==> config.mk <==
export PLATFORM = sky130hd
export DESIGN_NAME = cv32e40p_alu_tmr_scheduler_ft_flat
export DESIGN_NICKNAME = d
export VERILOG_FILES = /design/src/rtl/cv32e40p_pkg.sv /design/src/rtl/cv32e40p_alu_tmr_scheduler_ft_if.sv /design/src/rtl/cv32e40p_alu_select_ft.sv /design/src/rtl/cv32e40p_alu_tmr_scheduler_ft.sv /design/src/flat_wrapper.sv
export SDC_FILE = /design/constraint.sdc
export NUM_CORES = 1
export LEC_CHECK = 0
export BUFFER_PORTS_ARGS = -buffer_cell sky130_fd_sc_hd__buf_2
export CORE_ASPECT_RATIO = 1.2
export CORE_UTILIZATION = 46
export CTS_CLUSTER_DIAMETER = 120
export CTS_CLUSTER_SIZE = 25
export DETAILED_ROUTE_END_ITERATION = 10
export PLACE_DENSITY = 0.76
export SKIP_LAST_GASP = 1
export SLEW_MARGIN = 20
export SYNTH_ARGS = -nofsm -noshare
export SYNTH_HDL_FRONTEND = slang
export SYNTH_SLANG_ARGS = --single-unit
==> constraint.sdc <==
create_clock -name clock_gated -period 5.9 [get_ports clock_gated]
set_input_delay 0.885 -clock clock_gated [delete_from_list [all_inputs] [get_ports clock_gated]]
set_output_delay 0.885 -clock clock_gated [all_outputs]
set_load 0.01 [all_outputs]
==> src/rtl/cv32e40p_pkg.sv <==
// rtl/cv32e40p_pkg.sv - shared ALU fault-tolerance types, class constants and operator-to-class mapping
package cv32e40p_pkg;

  localparam int unsigned N_ALU_CLASS = 9;
  localparam int unsigned N_FT_ALU    = 4;

  localparam logic [3:0] ALU_CLASS_SHIFT_ADD = 4'd0;
  localparam logic [3:0] ALU_CLASS_LOGIC     = 4'd1;
  localparam logic [3:0] ALU_CLASS_BITMAN    = 4'd2;
  localparam logic [3:0] ALU_CLASS_BITCNT    = 4'd3;
  localparam logic [3:0] ALU_CLASS_SHUFFLE   = 4'd4;
  localparam logic [3:0] ALU_CLASS_COMPARE   = 4'd5;
  localparam logic [3:0] ALU_CLASS_ABS_CLIP  = 4'd6;
  localparam logic [3:0] ALU_CLASS_MINMAX    = 4'd7;
  localparam logic [3:0] ALU_CLASS_DIV_REM   = 4'd8;
  localparam logic [3:0] ALU_CLASS_INVALID   = 4'd15;

  typedef enum logic [1:0] {
    NONE   = 2'b00,
    SINGLE = 2'b01,
    DMR    = 2'b10,
    TMR    = 2'b11
  } vote_mode_e;

  typedef enum logic {
    SWEEP = 1'b0,
    RUN   = 1'b1
  } sched_state_e;

  // One allocation table entry: voter mode, ALU routed to each voter input, executing ALUs
  typedef struct packed {
    vote_mode_e       mode;
    logic [2:0][1:0]  sel;
    logic [3:0]       enable;
  } alloc_entry_t;

  typedef enum logic [6:0] {
    ALU_ADD   = 7'b0011000,
    ALU_SUB   = 7'b0011001,
    ALU_SRA   = 7'b0100100,
    ALU_SRL   = 7'b0100101,
    ALU_SLL   = 7'b0100111,
    ALU_XOR   = 7'b0101111,
    ALU_OR    = 7'b0101110,
    ALU_AND   = 7'b0010101,
    ALU_BEXT  = 7'b0101000,
    ALU_BINS  = 7'b0101010,
    ALU_BCLR  = 7'b0101011,
    ALU_BSET  = 7'b0101100,
    ALU_FF1   = 7'b0110110,
    ALU_FL1   = 7'b0110111,
    ALU_CNT   = 7'b0110100,
    ALU_CLB   = 7'b0110101,
    ALU_SHUF  = 7'b0111010,
    ALU_SHUF2 = 7'b0111011,
    ALU_LTS   = 7'b0000000,
    ALU_LTU   = 7'b0000001,
    ALU_EQ    = 7'b0001100,
    ALU_NE    = 7'b0001101,
    ALU_ABS   = 7'b0010100,
    ALU_CLIP  = 7'b0010110,
    ALU_CLIPU = 7'b0010111,
    ALU_MIN   = 7'b0010000,
    ALU_MAX   = 7'b0010010,
    ALU_DIVU  = 7'b0110000,
    ALU_DIV   = 7'b0110001,
    ALU_REMU  = 7'b0110010,
    ALU_REM   = 7'b0110011
  } alu_opcode_e;

  // Maps an ALU operator onto the operation class whose allocation entry it uses
  function automatic logic [3:0] alu_class_f(input alu_opcode_e op);
    logic [3:0] cls;
    cls = ALU_CLASS_INVALID;
    case (op)
      ALU_ADD, ALU_SUB, ALU_SRA, ALU_SRL, ALU_SLL:    cls = ALU_CLASS_SHIFT_ADD;
      ALU_XOR, ALU_OR, ALU_AND:                       cls = ALU_CLASS_LOGIC;
      ALU_BEXT, ALU_BINS, ALU_BCLR, ALU_BSET:         cls = ALU_CLASS_BITMAN;
      ALU_FF1, ALU_FL1, ALU_CNT, ALU_CLB:             cls = ALU_CLASS_BITCNT;
      ALU_SHUF, ALU_SHUF2:                            cls = ALU_CLASS_SHUFFLE;
      ALU_LTS, ALU_LTU, ALU_EQ, ALU_NE:               cls = ALU_CLASS_COMPARE;
      ALU_ABS, ALU_CLIP, ALU_CLIPU:                   cls = ALU_CLASS_ABS_CLIP;
      ALU_MIN, ALU_MAX:                               cls = ALU_CLASS_MINMAX;
      ALU_DIVU, ALU_DIV, ALU_REMU, ALU_REM:           cls = ALU_CLASS_DIV_REM;
      default:                                        cls = ALU_CLASS_INVALID;
    endcase
    return cls;
  endfunction

endpackage

==> src/rtl/cv32e40p_alu_tmr_scheduler_ft_if.sv <==
// rtl/cv32e40p_alu_tmr_scheduler_ft_if.sv - issue/allocation bus between ID/EX and the ALU scheduler
interface cv32e40p_alu_tmr_scheduler_ft_if;
  import cv32e40p_pkg::*;

  logic             op_valid_i;
  logic [3:0]       op_class_i;
  logic             stall_o;
  logic [3:0]       alu_enable_o;
  logic [2:0][1:0]  alu_sel_o;
  vote_mode_e       vote_mode_o;
  logic [3:0]       counter_clock_en_o;

  modport master (
    output op_valid_i, op_class_i,
    input  stall_o, alu_enable_o, alu_sel_o, vote_mode_o, counter_clock_en_o
  );

  modport slave (
    input  op_valid_i, op_class_i,
    output stall_o, alu_enable_o, alu_sel_o, vote_mode_o, counter_clock_en_o
  );

endinterface

==> src/rtl/cv32e40p_alu_select_ft.sv <==
// rtl/cv32e40p_alu_select_ft.sv - healthy mask plus rotation offset to one allocation entry
module cv32e40p_alu_select_ft
  import cv32e40p_pkg::*;
(
  input  logic [3:0]    healthy_i,
  input  logic [1:0]    offset_i,
  output alloc_entry_t  entry_o
);

  // Scan ALUs from the offset, take the first three healthy ones, pad unused voter inputs with sel[0]
  always_comb begin
    logic [1:0] idx;
    logic [1:0] taken;
    entry_o = '0;
    idx     = 2'd0;
    taken   = 2'd0;
    for (int i = 0; i < 4; i++) begin
      idx = offset_i + 2'(i);
      if (healthy_i[idx] && (taken != 2'd3)) begin
        case (taken)
          2'd0:    entry_o.sel[0] = idx;
          2'd1:    entry_o.sel[1] = idx;
          default: entry_o.sel[2] = idx;
        endcase
        entry_o.enable[idx] = 1'b1;
        taken = taken + 2'd1;
      end
    end
    if (taken < 2'd2) entry_o.sel[1] = entry_o.sel[0];
    if (taken < 2'd3) entry_o.sel[2] = entry_o.sel[0];
    entry_o.mode = vote_mode_e'(taken);
  end

endmodule

==> src/rtl/cv32e40p_alu_tmr_scheduler_ft.sv <==
// rtl/cv32e40p_alu_tmr_scheduler_ft.sv - per-class ALU allocation table and voter mode scheduler (option: CV32E40P_ALU_SPARE_ROTATE_EN)
module cv32e40p_alu_tmr_scheduler_ft
  import cv32e40p_pkg::*;
#(
  parameter int unsigned N_CLASS       = N_ALU_CLASS,
  parameter int unsigned ROTATE_PERIOD = 256
)(
  input  logic                       clock_gated,
  input  logic                       rst_n,
  cv32e40p_alu_tmr_scheduler_ft_if.slave bus,
  input  logic [3:0][N_CLASS-1:0]    permanent_faulty_alu_i,
  output logic [N_CLASS-1:0]         degraded_o,
  output logic                       sched_error_o
);

  if ((ROTATE_PERIOD < 2) || (ROTATE_PERIOD > 256)) begin : g_bad_rotate_period
    $error("ROTATE_PERIOD must lie in 2..256 for the 8-bit op counter");
  end

  sched_state_e              state_q, state_d;
  logic [3:0]                k_q, k_d;
  logic [3:0][N_CLASS-1:0]   fault_q;
  alloc_entry_t              table_q [N_CLASS];
  logic [N_CLASS-1:0]        degraded_q;
  logic                      sched_err_q;

  logic                      fault_changed;
  logic                      sweep_we;
  logic                      rot_trigger;
  logic [1:0]                offset;
  logic [3:0]                healthy_k;
  alloc_entry_t              sweep_entry;
  alloc_entry_t              look_entry;
  logic                      class_ok;
  logic                      lookup_ok;

  assign fault_changed = (permanent_faulty_alu_i != fault_q);
  assign bus.stall_o   = (state_q != RUN) | fault_changed;
  assign class_ok      = (bus.op_class_i < 4'(N_CLASS));
  assign lookup_ok     = bus.op_valid_i & ~bus.stall_o & class_ok;
  assign degraded_o    = degraded_q;
  assign sched_error_o = sched_err_q;

  // Healthy mask of the class currently being swept
  always_comb begin
    healthy_k = '0;
    for (int a = 0; a < 4; a++) begin
      healthy_k[a] = ~permanent_faulty_alu_i[a][k_q];
    end
  end

  cv32e40p_alu_select_ft u_select (
    .healthy_i (healthy_k),
    .offset_i  (offset),
    .entry_o   (sweep_entry)
  );

  // Table read for the issued class; invalid classes never index the table
  always_comb begin
    look_entry = '0;
    if (class_ok) look_entry = table_q[bus.op_class_i];
  end

  // Drive the allocation for this cycle's operation, or all-zero when none is allowed
  always_comb begin
    bus.alu_enable_o       = '0;
    bus.alu_sel_o          = '0;
    bus.vote_mode_o        = NONE;
    bus.counter_clock_en_o = '0;
    if (lookup_ok) begin
      bus.alu_enable_o       = look_entry.enable;
      bus.alu_sel_o          = look_entry.sel;
      bus.vote_mode_o        = look_entry.mode;
      bus.counter_clock_en_o = look_entry.enable;
    end
  end

`ifdef CV32E40P_ALU_SPARE_ROTATE_EN
  logic [7:0] op_cnt_q, op_cnt_d;
  logic [1:0] offset_q, offset_d;
  logic       tmr_issue;

  assign tmr_issue = lookup_ok & (look_entry.mode == TMR);
  assign offset    = offset_q;

  // Count issued TMR ops; on wrap move the scan start so the previous spare gets used
  always_comb begin
    op_cnt_d    = op_cnt_q;
    offset_d    = offset_q;
    rot_trigger = 1'b0;
    if (tmr_issue) begin
      if (op_cnt_q == 8'(ROTATE_PERIOD - 1)) begin
        op_cnt_d    = 8'd0;
        offset_d    = offset_q + 2'd1;
        rot_trigger = 1'b1;
      end else begin
        op_cnt_d = op_cnt_q + 8'd1;
      end
    end
  end

  // Rotation counter and offset registers
  always_ff @(posedge clock_gated or negedge rst_n) begin
    if (!rst_n) begin
      op_cnt_q <= 8'd0;
      offset_q <= 2'd0;
    end else begin
      op_cnt_q <= op_cnt_d;
      offset_q <= offset_d;
    end
  end
`else
  assign offset      = 2'd0;
  assign rot_trigger = 1'b0;
`endif

  // Sweep/run sequencing: any fault-map change or rotation restarts the sweep at class 0
  always_comb begin
    state_d  = state_q;
    k_d      = k_q;
    sweep_we = 1'b0;
    case (state_q)
      RUN: begin
        if (fault_changed || rot_trigger) begin
          state_d = SWEEP;
          k_d     = 4'd0;
        end
      end
      SWEEP: begin
        if (fault_changed) begin
          k_d = 4'd0;
        end else begin
          sweep_we = 1'b1;
          if (k_q == 4'(N_CLASS - 1)) begin
            state_d = RUN;
            k_d     = 4'd0;
          end else begin
            k_d = k_q + 4'd1;
          end
        end
      end
      default: begin
        state_d = SWEEP;
        k_d     = 4'd0;
      end
    endcase
  end

  // State, fault-map snapshot, table entries and sticky status
  always_ff @(posedge clock_gated or negedge rst_n) begin
    if (!rst_n) begin
      state_q     <= SWEEP;
      k_q         <= 4'd0;
      fault_q     <= '0;
      degraded_q  <= '0;
      sched_err_q <= 1'b0;
      for (int c = 0; c < N_CLASS; c++) begin
        table_q[c] <= '0;
      end
    end else begin
      state_q <= state_d;
      k_q     <= k_d;
      fault_q <= permanent_faulty_alu_i;
      if (sweep_we) begin
        table_q[k_q]    <= sweep_entry;
        degraded_q[k_q] <= (sweep_entry.mode != TMR);
        if (sweep_entry.mode == NONE) sched_err_q <= 1'b1;
      end
    end
  end

endmodule
==> src/flat_wrapper.sv <==
// flat-port wrapper written by rule: the top's interface ports become plain ports
module cv32e40p_alu_tmr_scheduler_ft_flat import cv32e40p_pkg::*;
#(
  parameter int unsigned N_CLASS       = N_ALU_CLASS,
  parameter int unsigned ROTATE_PERIOD = 256
)
  (clock_gated, rst_n, permanent_faulty_alu_i, degraded_o, sched_error_o, bus_op_valid_i, bus_op_class_i, bus_stall_o, bus_alu_enable_o, bus_alu_sel_o, bus_vote_mode_o, bus_counter_clock_en_o);
  cv32e40p_alu_tmr_scheduler_ft_if bus_i ();
  input  logic clock_gated;
  input  logic rst_n;
  input  logic [3:0][N_CLASS-1:0] permanent_faulty_alu_i;
  output logic [N_CLASS-1:0] degraded_o;
  output logic sched_error_o;
  input wire logic [$bits(bus_i.op_valid_i)-1:0] bus_op_valid_i;
  input wire logic [$bits(bus_i.op_class_i)-1:0] bus_op_class_i;
  output wire logic [$bits(bus_i.stall_o)-1:0] bus_stall_o;
  output wire logic [$bits(bus_i.alu_enable_o)-1:0] bus_alu_enable_o;
  output wire logic [$bits(bus_i.alu_sel_o)-1:0] bus_alu_sel_o;
  output wire logic [$bits(bus_i.vote_mode_o)-1:0] bus_vote_mode_o;
  output wire logic [$bits(bus_i.counter_clock_en_o)-1:0] bus_counter_clock_en_o;
  assign bus_i.op_valid_i = bus_op_valid_i;
  assign bus_i.op_class_i = bus_op_class_i;
  assign bus_stall_o = bus_i.stall_o;
  assign bus_alu_enable_o = bus_i.alu_enable_o;
  assign bus_alu_sel_o = bus_i.alu_sel_o;
  assign bus_vote_mode_o = bus_i.vote_mode_o;
  assign bus_counter_clock_en_o = bus_i.counter_clock_en_o;
  cv32e40p_alu_tmr_scheduler_ft #(.N_CLASS(N_CLASS), .ROTATE_PERIOD(ROTATE_PERIOD)) u_core (.clock_gated(clock_gated), .rst_n(rst_n), .bus(bus_i), .permanent_faulty_alu_i(permanent_faulty_alu_i), .degraded_o(degraded_o), .sched_error_o(sched_error_o));
endmodule
* Word level (Yosys, flattened, before mapping)
Cells that the tools add are included.
** Word-level totals
- Register bits after elaboration :: 159
- Input port bits :: 43
- Output and inout bits :: 27
- Logic and storage cells :: 147
** Cells by class
- Add/subtract/negate cells :: 4
- Order comparisons :: 8
- Equality and inequality tests :: 10
- Multiplexer cells :: 49
- Bitwise logic cells :: 10
- Reduce and logical (&&, ||, !) cells :: 13
** Operators with widths (count)
- $bwmux 108 :: 1
- $bmux 12 s4 :: 1
- $demux 12 s4 :: 1
- $mux 12 :: 4
- $ne 36x36->1 :: 1
- $mux 2 :: 12
- $mux 10 :: 2
- $bmux 1 s4 :: 4
- $mux 4 :: 4
- $mux 1 :: 14
- $ge 5x5->1 const B :: 2
- $ne 2x2->1 const B :: 5
- $not 4->5 :: 2
- $bwmux 9 :: 1
- $mux 9 :: 1
- $logic_not 2->1 :: 4
- $pmux 4 s2 :: 1
- $add 2x1->2 const B :: 3
- $eq 2x1->1 const B :: 3
- $mux 6 :: 1
- $reduce_or 2->1 :: 3
- $logic_and 1x1->1 :: 5
- $lt 4x5->1 const B :: 1
- $lt 5x1->1 const B :: 1
- 11 further kinds :: 17

* Logic depth before layout (Yosys ltp)
Gate-level depths: netlist of run 1.
- Word-level depth :: 15
- Mapped depth :: 22
- Depth with buffers taken out :: 17

* By module
A second synthesis of run 1 with hierarchy kept.
** Unflattened totals
- Cell total of the unflattened synthesis :: 621
- Area total of the unflattened synthesis :: 8358.0 um2
** Modules (own cells, without submodules)
- cv32e40p_alu_tmr_scheduler_ft :: instances 1, cells an instance 512, area each 7519.7 um2
- cv32e40p_alu_select_ft :: instances 1, cells an instance 109, area each 838.3 um2

* Worst setup path after synthesis of run 1
No wires, ideal clock.
- Path type :: input to register
- Start :: in permanent_faulty_alu_i[16] in the netlist's numbering
- End :: reg u_core.table_q[8] in the netlist's numbering
- Arrival time :: 5.627 ns
- Path slack :: 0.148 ns
- Stages :: 18
- Path buffers :: 2
- Path through :: mux4_2 -> a21oi_1 -> nor2_1 -> a21oi_1 -> clkbuf_1 -> ha_1 -> a22o_1 -> a31oi_1 -> clkinv_1 -> fa_1 -> clkbuf_1 -> inv_1 -> ha_1 -> a31o_2 -> nor3_4 -> nand4_1 -> o311a_4 -> mux2_2
** Between the ends
- Longest elaborated chain between the ends :: 14
** RTL lines
- from (decl) :: RTL line flat_wrapper.sv:11 : input logic [3:0][N_CLASS-1:0] permanent_faulty_alu_i;
- parallel branches: the longest is 14 deep, another holds $add 2x1->2
- to (signal, indexed assignment) :: RTL line cv32e40p_alu_tmr_scheduler_ft.sv:165 : table_q[k_q] <= sweep_entry;
- to (decl) :: RTL line cv32e40p_alu_tmr_scheduler_ft.sv:23 : alloc_entry_t table_q [N_CLASS];
Parallel ways; which one is timed is not known. The select of a mux whose other input is x is not followed.
A chain may end at the register's enable or synchronous reset.

* Final worst setup path of run 1
- Start :: reg u_core.k_q[2]
- End :: reg u_core.table_q[68] in the netlist's numbering
** Between the ends
- Longest elaborated chain between the ends :: 15
** RTL lines
- from (decl) :: RTL line cv32e40p_alu_tmr_scheduler_ft.sv:21 : logic [3:0] k_q, k_d;
- from (signal assigned) :: RTL line cv32e40p_alu_tmr_scheduler_ft.sv:162 : k_q <= k_d;
- parallel branches: the longest is 14 deep, another holds $add 2x1->2
- $bwmux 108 (*) :: RTL line cv32e40p_alu_tmr_scheduler_ft.sv:165
Mark *: on every way between the ends. The select of a mux whose other input is x is not followed.

==> results of run 1 <==
-- layout make-up --
type                    instances  area (sq um)  area share
flip-flops and latches        159          3980       0.439
multi-input cells             422          3640       0.402
repair buffers                 86           499      0.0551
clock buffers                  17           425      0.0469
well taps                     216           270      0.0298
clock inverters                15           203      0.0224
inverters                      12          47.5     0.00524
-- kinds of logic (layout without fill, tap and decap cells) --
kind of cell,after synthesis,after routing
and+or+nand+nor,151,151
xor gates and xnor gates,37,37
buffers and inverters,56,130
muxes,134,134
AOI/OAI and AO/OA,87,87
DFF,159,159
adders and majority gates,13,13
-- through the flow --
| step | utilization | setup slack, ps | hold WS (ps) |
|---|---|---|---|
| after floorplan | - | 148 | 443 |
| after global placement | 0.501 | 642 | 454 |
| after detailed placement | 0.501 | 488 | 467 |
| after CTS | 0.538 | 681 | 481 |
| after global routing | 0.540 | 389 | 340 |
| final | 0.540 | 619 | 331 |
-- final timing paths --
check / to / startpoint / slack [ps]
max: u_core.table_q[68] / u_core.k_q[2] / 620
min: u_core.table_q[58] / rst_n / 330
max reg2reg: u_core.table_q[68] / u_core.k_q[2] / 620
min reg2reg: u_core.table_q[103] / u_core.table_q[103] / 480
max in group asynchronous: u_core.table_q[7] / rst_n / 4220
min in group clock_gated: u_core.table_q[103] / u_core.table_q[103] / 480
-- synthesized netlist by cell type, drive strengths merged --
| cell type | number |
|---|---|
| and3 | 1 |
| clkinv | 1 |
| a22oi | 1 |
| nor2 | 38 |
| nor3 | 6 |
| nor4 | 2 |
| o2bb2ai | 8 |
| ha | 12 |
| nand4 | 29 |
| clkbuf | 28 |
| inv | 11 |
| mux2i | 22 |
| o32a | 1 |
| o311a | 1 |
| or3b | 1 |
| o21ai | 25 |
| a31oi | 4 |
| a22o | 2 |
| o32ai | 1 |
| and2 | 12 |
| a211o | 1 |
| nand3 | 10 |
| fa | 1 |
| or3 | 3 |
| mux2 | 86 |
| o41ai | 1 |
| dfrtp | 159 |
| buf | 16 |
| nand2 | 39 |
| xnor2 | 37 |
| nand2b | 2 |
| a31o | 1 |
| o211a | 1 |
| a21oi | 25 |
| mux4 | 26 |
| nor2b | 6 |
| a311oi | 2 |
| a211oi | 2 |
| nor4b | 2 |
| o31ai | 11 |
-- per-layer routing --
| metal | wire length (microns) | vias to the layer above |
|---|---|---|
| li1 | - | 2430 |
| met1 | 7380 | 2777 |
| met2 | 9620 | 214 |
| met3 | 1020 | 37 |
| met4 | 452 | 0 |
| met5 | 0 | - |
-- state kept, by name, summed over array words and instances (netlist names) --
| signal | flops |
|---|---|
| u_core.state_q | 1 |
| u_core.degraded_o | 9 |
| u_core.table_q | 108 |
| u_core.k_q | 4 |
| u_core.sched_error_o | 1 |
| u_core.fault_q | 36 |
-- power by group --
| group | internal (uW) | switching, uW |
|---|---|---|
| Clock | 713 | 452 |
| Combinational | 75.3 | 138 |
| Sequential | 1100 | 5.95 |
| Total | 1890 | 595 |
-- worst max-delay path, cell delays in order, from the launching register on --
cell	delay, ps
dfrtp_1	880
mux4_2	420
a21oi_1	170
nor2_1	60
a21oi_1	170
ha_1	300
a22o_1	240
a31oi_1	190
clkinv_1	170
fa_1	600
inv_1	70
ha_1	170
a31o_2	240
nor3_4	310
nand4_1	510
o311a_4	370
mux2_2	290
==> results.py, run 1 <==
metrics = {
    "power_and_ir_drop": {
        "irDropWorstVdd_mv": 0.191,
        "leakagePower_uw": 0.00416,
        "power.density_nw_per_um2": 274,
        "finalPower_uw": 2490,
    },
    "sta": {
        "period_minus_slack_ps": 5280,
        "fin_setup_tns_ps": 0,
        "hold_viol": 0,
        "worst_pin_slew_ps": 1130,
        "setup_viol": 0,
        "fmax_mhz": 189,
        "max-slew-margin-rel": 0.246,
        "maxSlewViolCount": 0,
        "fin_crit_sh": 0.895,
        "rsz0062_at_grt": "false",
        "finalClockSkew_ps": 8.39,
    },
    "critical_path": {
        "reg2regPathDepth": 16,
        "startpoint_type": "flip-flop",
        "end_kind": "flip-flop",
        "critPathMaxFanout": 22,
        "crit_type": "reg2reg",
        "required_ps": 6210,
        "cp.arrival_ps": 5590,
    },
    "die": {
        "boundaryPins": 70,
        "die_x_microns": 121,
        "start_util": 0.468,
        "coreArea_sq_um": 16800,
        "num_rows": 52,
        "dieArea_sq_um": 17600,
        "fp.dieH_microns": 145,
    },
    "layout": {
        "stdcell_count": 927,
        "syn2layout_area_growth_pct": 15.3,
        "drive_above_1_share": 0.340,
        "final_cell_area_sq_um": 9060,
        "finalNetCount": 754,
        "final_common_cell": "dfrtp_1",
        "fill_cells": 1395,
        "num_antenna_cells": 0,
        "mostFrequentLayoutCells": "dfrtp_1 (159), mux2_2 (85), buf_2 (68), nand2_1 (39), nor2_1 (38)",
    },
    "clocking": {
        "cts_setup_buffers": 0,
        "cts_tree": "built",
        "cts_root_buf": "clkbuf_16",
        "cts_hold_buf": 0,
        "clock_path_buffers": 2,
        "cts_inserted_buffers": 17,
        "path_clk_slew_ps": 60,
        "cts.sinks": 159,
        "htree_levels": 4,
        "worstSkewPairLatency_ps": 430,
        "cts_resized": 0,
    },
    "yosys": {
        "syn_area_sq_um": 7860,
        "synth_top_family_by_area": "multiplexers",
        "synth_area_per_cell_sq_um": 12.3,
        "ys_warn_count": 0,
        "seq_area_frac_synth": 0.506,
        "synth-simple-area-share": 0.0978,
        "synthXorXnorAreaFrac": 0.0412,
        "synth_fp_nets": 693,
        "ys_ff_latch": 159,
        "synth_compound_area_frac": 0.0756,
        "netlist_instances": 637,
        "synth_top_area_share": 0.506,
        "synth_area_leader_cell": "dfrtp_1",
        "synth.area.top_cells": "dfrtp_1 (51%), mux2_2 (12%), mux4_2 (7.5%)",
        "yosysUniqueCellTypes": 53,
        "synth_mux_area_frac": 0.226,
        "synthAdderAreaFrac": 0.0217,
    },
    "drt": {
        "drc": 0,
        "viasPerCell": 5.89,
        "routed_wl_microns": 18500,
        "drt_iter0_drc": 385,
        "drt.antenna.violating_nets": 0,
        "avgRoutedWirePerCell_microns": 19.9,
        "route.vias.total": 5458,
        "drtPass1Iterations": 6,
    },
    "global_routing": {
        "grt_max_degree": 111,
        "grt_overflow": 0,
        "antenna_found_initial": 0,
        "use_met2": 0.378,
        "top_usage_layer": "met2",
        "first_global_vias": 5841,
        "grt_first_pass_wirelength_microns": 30400,
        "use_met1": 0.282,
        "grtUsageMet3": 0.0448,
        "globalRouteTotalUtil": 0.226,
    },
    "place": {
        "dp.cells": 894,
        "dp_hpwl_microns": 12300,
        "gp_congestion": 0.886,
        "io_buffers": 69,
        "placed_area_sq_um": 8410,
    },
    "flow_run": {
        "maxCapViolCount": 0,
    },
    "run_status": {
        "status": "finished, final reports clean",
    },
    "worst_hold_path": {
        "holdCritPathClass": "in2async",
    },
}
Note: power is estimated with default switching activity, not from simulation.
==> inputs of run 2 (changes only) <==
--- a/config.mk
+++ b/config.mk
@@ -11,9 +11,9 @@
 export CTS_CLUSTER_DIAMETER = 120
 export CTS_CLUSTER_SIZE = 25
 export DETAILED_ROUTE_END_ITERATION = 10
+export MAX_ROUTING_LAYER = met4
 export PLACE_DENSITY = 0.76
 export SKIP_LAST_GASP = 1
-export SLEW_MARGIN = 20
 export SYNTH_ARGS = -nofsm -noshare
 export SYNTH_HDL_FRONTEND = slang
 export SYNTH_SLANG_ARGS = --single-unit
==> results.py, run 2 (synthesis results as in run 1) <==
metrics = {
    "global_routing": {
        "antenna_found_initial": 0,
        "first_global_vias": 5830,
        "grt_overflow": 0,
        "grt_first_pass_wirelength_microns": 30400,
        "grt_max_degree": 111,
        "globalRouteTotalUtil": 0.232,
    },
    "drt": {
        "route.vias.total": 5440,
        "drtPass1Iterations": 5,
        "viasPerCell": 5.87,
        "avgRoutedWirePerCell_microns": 19.9,
        "drt_iter0_drc": 389,
        "drt.antenna.violating_nets": 0,
        "routed_wl_microns": 18500,
        "drc": 0,
    },
    "critical_path": {
        "critPathMaxFanout": 22,
        "end_kind": "flip-flop",
        "cpMaxStageDelayCell": "dfrtp_1",
        "path_delay_family": "compound AO/OA/AOI/OAI gates",
        "crit_type": "reg2reg",
        "crit_chain": "mux4_2 -> a21oi_1 -> nor2_1 -> a21oi_1 -> ha_1 -> a22o_1 -> a31oi_1 -> clkinv_1 -> fa_1 -> inv_1 -> ha_1 -> a31o_2 -> nor3_4 -> nand4_1 -> o311a_4 -> mux2_2",
        "path_buf_inv": 2,
        "r2r_setup_slack_ps": 640,
        "startpoint_type": "flip-flop",
        "required_ps": 6210,
        "max_stage_delay_ps": 870,
        "cp.arrival_ps": 5570,
    },
    "power_and_ir_drop": {
        "leakagePower_uw": 0.00414,
        "finalPower_uw": 2480,
        "irDropWorstVdd_mv": 0.190,
        "power.density_nw_per_um2": 275,
    },
    "sta": {
        "max-slew-margin-rel": 0.241,
        "maxSlewViolCount": 0,
        "rsz0062_at_grt": "false",
        "fin_ws_ps": 639,
        "finalClockSkew_ps": 12.4,
        "fmax_mhz": 190,
        "worst_pin_slew_ps": 1140,
        "fin_setup_tns_ps": 0,
        "fin_crit_sh": 0.892,
        "setup_viol": 0,
        "period_minus_slack_ps": 5260,
        "hold_viol": 0,
    },
    "layout": {
        "largest_reg_flops": 108,
        "mostFrequentLayoutCells": "dfrtp_1 (159), mux2_2 (85), buf_2 (68), nand2_1 (39), nor2_1 (38)",
        "top_register": "u_core.table_q",
        "syn2layout_area_growth_pct": 15.0,
        "finalNetCount": 753,
        "multi_input_area_sq_um": 3640,
        "drive_above_1_share": 0.339,
        "regArea_sq_um": 3980,
        "fill_cells": 1397,
        "final_common_cell": "dfrtp_1",
        "num_antenna_cells": 0,
    },
    "die": {
        "die_x_microns": 121,
        "num_rows": 52,
        "fp.dieH_microns": 145,
        "start_util": 0.468,
        "dieArea_sq_um": 17600,
        "coreArea_sq_um": 16800,
        "boundaryPins": 70,
    },
    "clocking": {
        "cts_tree": "built",
        "htree_levels": 4,
        "clock_path_buffers": 2,
        "cts_root_buf": "clkbuf_16",
        "worstSkewPairLatency_ps": 430,
        "cts_hold_buf": 0,
        "cts.sinks": 159,
        "cts_resized": 0,
        "cts_setup_buffers": 0,
        "cts_inserted_buffers": 17,
        "path_clk_slew_ps": 60,
    },
    "run_status": {
        "status": "finished, final reports clean",
    },
    "place": {
        "dp_slack_ps": 488,
        "dp_hpwl_microns": 12300,
        "io_buffers": 69,
        "gp_congestion": 0.901,
    },
    "worst_hold_path": {
        "holdCritPathClass": "reg2reg",
    },
    "flow_run": {
        "maxCapViolCount": 0,
    },
}
run 2: changes by cell type in the layout (fill, tap and decap cells not counted):
cell	delta
buf_16	-1
run 2: worst reg2reg max path, stage by stage, from the launching register on:
cell and delay (ps):
dfrtp_1 870, mux4_2 430, a21oi_1 170, nor2_1 60, a21oi_1 170, ha_1 300
a22o_1 240, a31oi_1 190, clkinv_1 170, fa_1 600, inv_1 70, ha_1 170
a31o_2 250, nor3_4 310, nand4_1 500, o311a_4 360, mux2_2 290
run 2: cell type report:
type	count	share of cell area
repair buffers	85	0.0522
flip-flops and latches	159	0.440
multi-input cells	422	0.403
clock inverters	15	0.0224
clock buffers	17	0.0471
well taps	216	0.0299
inverters	12	0.00526
run 2: path summary, 6_finish.rpt:
check                                         start                  end  cells after the start
worst max-delay path                  u_core.k_q[2]   u_core.table_q[68]                     16
worst min register to register  u_core.table_q[103]  u_core.table_q[103]                      2
worst max register to register        u_core.k_q[2]   u_core.table_q[68]                     16
min in group asynchronous                     rst_n   u_core.table_q[52]                      1
max in group asynchronous                     rst_n   u_core.table_q[89]                      2
worst min-delay path            u_core.table_q[103]  u_core.table_q[103]                      2
run 2: per-stage QoR:
| step | cell area [sq um] | hold WS [ps] | instances | utilization |
|---|---|---|---|---|
| floorplan | 7860 | 443 | 637 | - |
| global placement | 8410 | 454 | 894 | 0.501 |
| detailed placement | 8410 | 467 | 894 | 0.501 |
| CTS | 9040 | 481 | 926 | 0.538 |
| global route | 9040 | 514 | 926 | 0.538 |
| finish | 9040 | 482 | 926 | 0.538 |
run 2: per-layer routing:
layer  GRT usage  up-vias  share of wire
met1       0.285     2784           0.41
met4      0.0920        0          0.021
met3      0.0436       30          0.047
met2       0.377      205           0.52
li1            -     2421              -
met5           -        -              0
run 2: power by group:
part | switching, uW | internal, uW | total, uW
Sequential | 5.94 | 1100 | 1110
Combinational | 137 | 73.3 | 211
Clock | 451 | 713 | 1160
Total | 594 | 1890 | 2480
==> inputs of run 3 (changes only) <==
--- a/config.mk
+++ b/config.mk
@@ -12,7 +12,7 @@
 export CTS_CLUSTER_SIZE = 25
 export DETAILED_ROUTE_END_ITERATION = 10
 export MAX_ROUTING_LAYER = met4
-export PLACE_DENSITY = 0.76
+export PLACE_DENSITY = 0.73
 export SKIP_LAST_GASP = 1
 export SYNTH_ARGS = -nofsm -noshare
 export SYNTH_HDL_FRONTEND = slang
==> constraint.sdc (replaced) <==
create_clock -name clock_gated -period 5.2 [get_ports clock_gated]
set_input_delay 0.78 -clock clock_gated [delete_from_list [all_inputs] [get_ports clock_gated]]
set_output_delay 0.78 -clock clock_gated [all_outputs]
set_load 0.01 [all_outputs]
==> results.py, run 3 (synthesis results as in run 1) <==
metrics = {
    "power_and_ir_drop": {
        "irDropWorstVdd_mv": 0.227,
        "power.density_nw_per_um2": 312,
        "leakagePower_uw": 0.00415,
        "finalPower_uw": 2820,
    },
    "sta": {
        "fin_setup_tns_ps": 0,
        "hold_viol": 0,
        "period_minus_slack_ps": 4790,
        "fmax_mhz": 209,
        "whs_ps": 343,
        "maxSlewViolCount": 0,
        "fin_ws_ps": 408,
        "setup_viol": 0,
        "max-slew-margin-rel": 0.226,
        "worst_pin_slew_ps": 1160,
        "rsz0062_at_grt": "false",
        "finalClockSkew_ps": 8.95,
        "fin_crit_sh": 0.922,
    },
    "clocking": {
        "worstSkewPairLatency_ps": 420,
        "htree_levels": 4,
        "cts_tree": "built",
        "cts_setup_buffers": 0,
        "clock_path_buffers": 2,
        "cts_hold_buf": 0,
        "path_clk_slew_ps": 60,
        "cts_inserted_buffers": 17,
        "cts_resized": 0,
        "cts_root_buf": "clkbuf_16",
        "cts.sinks": 159,
    },
    "place": {
        "io_buffers": 69,
        "gp_congestion": 0.871,
        "dp_slack_ps": 7.25,
        "dp_hpwl_microns": 12400,
    },
    "drt": {
        "route.vias.total": 5273,
        "avgRoutedWirePerCell_microns": 19.5,
        "routed_wl_microns": 18000,
        "viasPerCell": 5.70,
        "drt_iter0_drc": 386,
        "drtPass1Iterations": 5,
        "drt.antenna.violating_nets": 0,
        "drc": 0,
    },
    "die": {
        "coreArea_sq_um": 16800,
        "boundaryPins": 70,
        "fp.dieH_microns": 145,
        "die_x_microns": 121,
        "dieArea_sq_um": 17600,
        "num_rows": 52,
        "start_util": 0.468,
    },
    "run_status": {
        "status": "finished, final reports clean",
    },
    "layout": {
        "top_register": "u_core.table_q",
        "finalNetCount": 753,
        "final_common_cell": "dfrtp_1",
        "largest_reg_flops": 108,
        "drive_above_1_share": 0.343,
        "num_antenna_cells": 0,
        "syn2layout_area_growth_pct": 15.3,
        "mostFrequentLayoutCells": "dfrtp_1 (158), mux2_2 (85), buf_2 (68), nand2_1 (39), nor2_1 (38)",
        "finish.utilization": 0.540,
    },
    "global_routing": {
        "grt_max_degree": 66,
        "first_global_vias": 5541,
        "grt_first_pass_wirelength_microns": 29500,
        "grt_overflow": 0,
        "globalRouteTotalUtil": 0.228,
        "antenna_found_initial": 0,
    },
    "worst_hold_path": {
        "holdCritPathClass": "in2async",
    },
    "flow_run": {
        "maxCapViolCount": 0,
    },
    "critical_path": {
        "cp.arrival_ps": 5140,
        "required_ps": 5550,
        "crit_type": "reg2reg",
        "critPathMaxFanout": 9,
        "startpoint_type": "flip-flop",
        "end_kind": "flip-flop",
        "reg2regPathDepth": 16,
    },
}
==> run 3: routing by layer <==
metal	up-vias	track usage	share of wire
met5	-	-	0
li1	2416	-	-
met2	151	0.380	0.52
met3	27	0.0436	0.043
met1	2679	0.278	0.42
met4	0	0.0710	0.018
==> run 3: worst paths after layout <==
check	from	end	slack, ps
max	u_core.k_q[0]	u_core.table_q[44]	410
min in group clock_gated	u_core.sched_error_o	u_core.sched_error_o	460
min	rst_n	u_core.table_q[10]	340
min reg2reg	u_core.sched_error_o	u_core.sched_error_o	460
max in group asynchronous	rst_n	u_core.k_q[2]	3750
max reg2reg	u_core.k_q[0]	u_core.table_q[44]	410
==> run 3: worst max-delay path, stage by stage, from the launching register on <==
cell and delay, ps:
dfrtp_1 440, mux4_2 530, a21oi_1 170, nor2_1 50, a21oi_1 200, ha_1 310, a22o_1 270, a31oi_4 200
clkinv_2 110, fa_1 560, inv_1 70, ha_1 190, a31o_2 250, or3_1 550, o21ai_0 310, o311a_4 320
mux2_2 170
==> run 3: final cells by class <==
| cell class | count | area [sq um] |
|---|---|---|
| clock inverters | 12 | 183 |
| inverters | 12 | 48.8 |
| repair buffers | 85 | 472 |
| clock buffers | 19 | 443 |
| multi-input cells | 422 | 3660 |
| fillers | 1414 | 7730 |
| well taps | 216 | 270 |
| flip-flops and latches | 159 | 3980 |
==> run 3: stage by stage <==
step / instance area, sq um / cells
4_1_cts: 9050 / 925
2_1_floorplan: 7880 / 637
3_5_place_dp: 8430 / 894
5_1_grt: 9060 / 925
3_3_place_gp: 8430 / 894
6_report: 9060 / 925
==> run 3: where the power goes <==
part / switching, uW / internal (uW) / total (uW) / leakage, uW
logic: 159 / 86.0 / 245 / 0.00171
clock network: 501 / 820 / 1320 / 0.000307
registers: 6.97 / 1250 / 1260 / 0.00213
